`config.mk`:
```
export PLATFORM = sky130hd
export DESIGN_NAME = concatinator
export DESIGN_NICKNAME = d
export VERILOG_FILES = /design/src/rtl/concatinator.sv
export SDC_FILE = /design/constraint.sdc
export NUM_CORES = 1
export LEC_CHECK = 0
export ABC_AREA = 1
export CORE_MARGIN = 4
export CORE_UTILIZATION = 40
export DETAILED_ROUTE_END_ITERATION = 10
export PLACE_DENSITY = 0.73
export SETUP_SLACK_MARGIN = 0.1
export SLEW_MARGIN = 20
export SYNTH_ARGS = -nofsm -noshare
export SYNTH_HDL_FRONTEND = slang
export SYNTH_SLANG_ARGS = --single-unit
```
`constraint.sdc`:
```
create_clock -name clk -period 1.7 [get_ports clk]
set_clock_uncertainty 0.2 [all_clocks]
set_input_delay 0.255 -clock clk [delete_from_list [all_inputs] [get_ports clk]]
set_output_delay 0.255 -clock clk [all_outputs]
set_load 0.005 [all_outputs]
```
`src/rtl/concatinator.sv`:
```
// 48-to-72 bit little-endian packer (3:2 gearbox) with valid/ready on both sides.
// Optional residue flush port enabled by defining CONCATINATOR_FLUSH_EN.
module concatinator #(
  parameter int unsigned LANE_W = 24
) (
  input  logic                  clk,
  input  logic                  rst_n,
  input  logic [2*LANE_W-1:0]   a,
  input  logic                  a_valid,
  output logic                  a_ready,
`ifdef CONCATINATOR_FLUSH_EN
  input  logic                  flush,
`endif
  output logic [3*LANE_W-1:0]   b,
  output logic                  b_valid,
  input  logic                  b_ready
);

  // States are named by the number of pending lanes held in the residue.
  typedef enum logic [1:0] {
    S0 = 2'd0,
    S1 = 2'd1,
    S2 = 2'd2
  } state_t;

  state_t                state_q, state_d;
  logic [2*LANE_W-1:0]   residue_q, residue_d;
  logic [3*LANE_W-1:0]   b_q, b_d;
  logic                  b_valid_q, b_valid_d;
  logic                  flush_fire;
  logic                  a_fire;
  logic                  b_fire;

`ifdef CONCATINATOR_FLUSH_EN
  assign flush_fire = flush && (state_q != S0) && (!b_valid_q || b_ready);
`else
  assign flush_fire = 1'b0;
`endif

  assign a_ready = ((state_q == S0) || !b_valid_q || b_ready) && !flush_fire;
  assign a_fire  = a_valid && a_ready;
  assign b_fire  = b_valid_q && b_ready;

  always_comb begin
    state_d   = state_q;
    residue_d = residue_q;
    b_d       = b_q;
    b_valid_d = b_valid_q;

    if (b_fire) b_valid_d = 1'b0;

    if (flush_fire) begin
      if (state_q == S2) b_d = {{LANE_W{1'b0}}, residue_q};
      else               b_d = {{(2*LANE_W){1'b0}}, residue_q[LANE_W-1:0]};
      b_valid_d = 1'b1;
      state_d   = S0;
    end else if (a_fire) begin
      unique case (state_q)
        S0: begin
          residue_d = a;
          state_d   = S2;
        end
        S2: begin
          b_d       = {a[LANE_W-1:0], residue_q};
          residue_d = {{LANE_W{1'b0}}, a[2*LANE_W-1:LANE_W]};
          b_valid_d = 1'b1;
          state_d   = S1;
        end
        S1: begin
          b_d       = {a, residue_q[LANE_W-1:0]};
          b_valid_d = 1'b1;
          state_d   = S0;
        end
        default: state_d = S0;
      endcase
    end
  end

  always_ff @(posedge clk or negedge rst_n) begin
    if (!rst_n) begin
      state_q   <= S0;
      residue_q <= '0;
      b_q       <= '0;
      b_valid_q <= 1'b0;
    end else begin
      state_q   <= state_d;
      residue_q <= residue_d;
      b_q       <= b_d;
      b_valid_q <= b_valid_d;
    end
  end

  assign b       = b_q;
  assign b_valid = b_valid_q;

endmodule

```
==> results_dict.tcl <==
set metrics [dict create \
    synth_seq_cells 123 \
    powerDensity_mw_per_mm2 1960 \
    pwr-share-clk_pct 20.1 \
    io_pins 126 \
    synth_area_leaders "dfrtp_1 (52%), nand2_1 (29%), nand4_1 (10%)" \
    vdd_drop_max_v 0.00104 \
    fin_ws_ns -0.108 \
    netlist_area_sq_mm 0.00596 \
    async_flop_share_pct 100 \
    fmax_mhz 553 \
    vias_per_cell 5.63 \
    regToRegStartpoint "state_q[0]$_DFFE_PN0P_" \
    worstPathMaxFanout 8 \
    pre_cts_ws_ns -0.134 \
    design.core.area_sq_mm 0.0146 \
    arrival_ns 1.91 \
    ys.flop_type "dfrtp_1" \
    min_to "state_q[1]$_DFFE_PN0P_" \
    grt_max_degree 58 \
    ys_types 17 \
    wl_um 22300 \
    insertedDiodeCount 0 \
    synth.avg_cell_area_sq_um 7.61 \
    power.share.switching_pct 39.3 \
    die_h_um 130 \
    htree_levels 4 \
    hold_path.startpoint "a_valid" \
    vias 6461 \
    slew_viol_final 0 \
    combPwrFrac_pct 52.6 \
    cts-buffers-inserted 17 \
    run_status "complete, but fails checks" \
    maxCapViolCount 0 \
    start_kind "flop" \
    synth_nets 839 \
    routabilityCongestion 0.871 \
    slowest_delay_ns 0.37 \
    cts.sinks 123 \
    initial_core_util_pct 40.9 \
    crit_top_cell "buf_12" \
    yosys.area.top_type "dfrtp_1" \
    drtIter0Drc 809 \
    rsz0062_at_grt "yes" \
    die_area_sq_mm 0.0169 \
    fin_crit_ns 1.81 \
    critPathSlowestCell "dfrtp_1" \
    yosysSeqAreaShare_pct 51.6 \
    dpl.cell_count 1069 \
    clockBufferDepth 2 \
    drive_gt1_share_pct 24.0 \
    route.detailed.drc 0 \
    worst_r2r_path_depth 10 \
    synthCells 784 \
    grt_antenna_before_repair 0 \
    setup_viol 107 \
    slew_headroom_pct 76.1 \
    first_pass_iters 6 \
    reg2reg_slack_ns -0.11 \
    die_width_um 130 \
    clk_root_buffer_cell "clkbuf_16" \
    num_rows 44 \
    cts.reportedPaths.clkPinSlew_ns 0.05 \
    finalHoldViolCount 0 \
    hpwl_um 12100 \
    reg2reg_to "b[36]$_DFFE_PN0P_" \
    fill_cells 1146 \
    ant_nets 0 \
    hold_depth 3 \
    avgRoutedWirePerCell_um 19.4 \
    grt_pass1_wl_um 32100 \
    cp_cell_sequence "inv_2 > ha_4 > inv_4 > nand3_4 > buf_12 > buf_12 > buf_12 > buf_12 > nand4_1 > nand2_1" \
    seqPwrFrac_pct 27.3 \
    track_usage_pct 24.8 \
    yosysWarnings 0 \
    worst_pin_slew_ns 0.359 \
    cts_tree "built" \
    finalNetCount 1007 \
    synth_edf_count 0 \
    area_growth_pct 58.3 \
    synth_top_area_share_pct 51.6 \
    clkLatencyLatePin_ns 0.42 \
    setup.worst_path.class "reg2reg" \
    p_total_mw 18.5 \
    p_int_mw 11.2 \
    violations "setup timing" \
    fin_crit_sh_pct 106 \
    leakagePower_nw 5.09 \
    p_switching_mw 7.29 \
    stdcell_count 1148 \
    end_kind "flop" \
    grt_overflow_total 0 \
    cp.required_ns 1.80 \
    port_buffers 125 \
    worstHoldPathType "in2reg" \
    grt_pass1_vias 6147 \
]
-- worst max-delay path by stage --
stage                           start                   endpoint  slack (ns)  cells past startpoint
3_3_place_gp                  b_ready                    a_ready       -0.14                      4
6_report       state_q[0]$_DFFE_PN0P_          b[36]$_DFFE_PN0P_       -0.11                     10
5_1_grt        state_q[0]$_DFFE_PN0P_          b[36]$_DFFE_PN0P_       -0.13                     10
2_1_floorplan  state_q[0]$_DFFE_PN0P_  residue_q[24]$_DFFE_PN0P_        0.11                     10
4_1_cts        state_q[1]$_DFFE_PN0P_                    a_ready       -0.05                      5
3_5_place_dp                  b_ready                    a_ready       -0.13                      4
-- per-stage QoR --
step | util (%) | setup TNS, ns | hold WS (ns) | cell area, sq um
final | 64.7 | -5.31 | 0.0191 | 9440
after global placement | 52.5 | -9.84 | -0.0116 | 7660
after floorplan | - | 0 | -0.241 | 5970
after detailed placement | 52.5 | -10.04 | -0.0137 | 7660
after CTS | 62.0 | -2.12 | 0.0102 | 9040
after global routing | 64.7 | -10.24 | 0.0373 | 9440
-- flip-flops by register name, summed over array words and instances, names as in the netlist --
signal,count
b,72
residue_q,48
b_valid,1
state_q,2
-- per-layer routing --
| metal | up-vias | wire, um | GRT usage (%) |
|---|---|---|---|
| li1 | 2896 | - | - |
| met1 | 3078 | 8420 | 30.5 |
| met2 | 402 | 10700 | 39.5 |
| met3 | 85 | 2220 | 7.82 |
| met4 | 0 | 896 | 12.1 |
| met5 | - | 0 | 0 |
-- layout make-up --
class	instances	area (sq um)	area share [%]
flip-flops and latches	123	3080	32.6
multi-input cells	592	2950	31.3
repair buffers	211	2540	26.9
clock buffers	23	488	5.17
well taps	184	230	2.44
clock inverters	8	115	1.22
inverters	7	38.8	0.411
-- cells in the mapped netlist, types with 2 or more instances --
master      n
buf_1      13
inv_1       5
nand2_1   463
ha_1        3
buf_2      33
buf_6       2
buf_4       4
nand3_1    24
clkbuf_1   11
dfrtp_1   123
nand3_2     2
nand4_1    96
-- power by group through the flow --
stage | clock, mW | sequential [mW] | combinational, mW
6_report | 3.72 | 5.06 | 9.75
5_1_grt | 3.89 | 5.17 | 10.5
4_1_cts | 3.75 | 4.92 | 8.96
3_5_place_dp | 0 | 4.90 | 7.24
3_3_place_gp | 0 | 4.88 | 7.11
2_1_floorplan | 0 | 4.84 | 3.82
-- cell families after synthesis --
family / share of synthesized area, %
flops: 51.6
compound gates: 0.0838
simple gates: 42.0
fa+ha+maj: 0.629
buf+inv: 5.64
-- critical path: cells and delay by family (launching register included) --
kind | cells | cell delay, ns
buffers and inverters | 6 | 0.70
flip-flops | 1 | 0.37
AND/OR/NAND/NOR | 3 | 0.24
adder cells (fa/ha/maj) | 1 | 0.17
-- placed cells by master, fill, tap and decap left out, drive strengths merged --
| cell | instances |
|---|---|
| dfrtp | 123 |
| clkdlybuf4s50 | 49 |
| clkinv | 5 |
| bufinv | 3 |
| buf | 77 |
| clkdlybuf4s15 | 4 |
| inv | 7 |
| dlygate4sd3 | 1 |
| bufbuf | 3 |
| ha | 3 |
| clkbuf | 31 |
| nand3 | 28 |
| nand2 | 464 |
| dlygate4sd2 | 69 |
| o21ai | 1 |
| nand4 | 96 |
-- repair_timing --
action / in CTS / in global routing
resized for setup: 155 / 103
pin swaps: 11 / 61
cloned: 17 / 9
endpoints found under the setup margin: 196 / 128
endpoints found under the hold margin: 123 / 0
hold buffers: 1 / 0
buffers inserted: 22 / 8
Power figures use the tool's default switching activity.
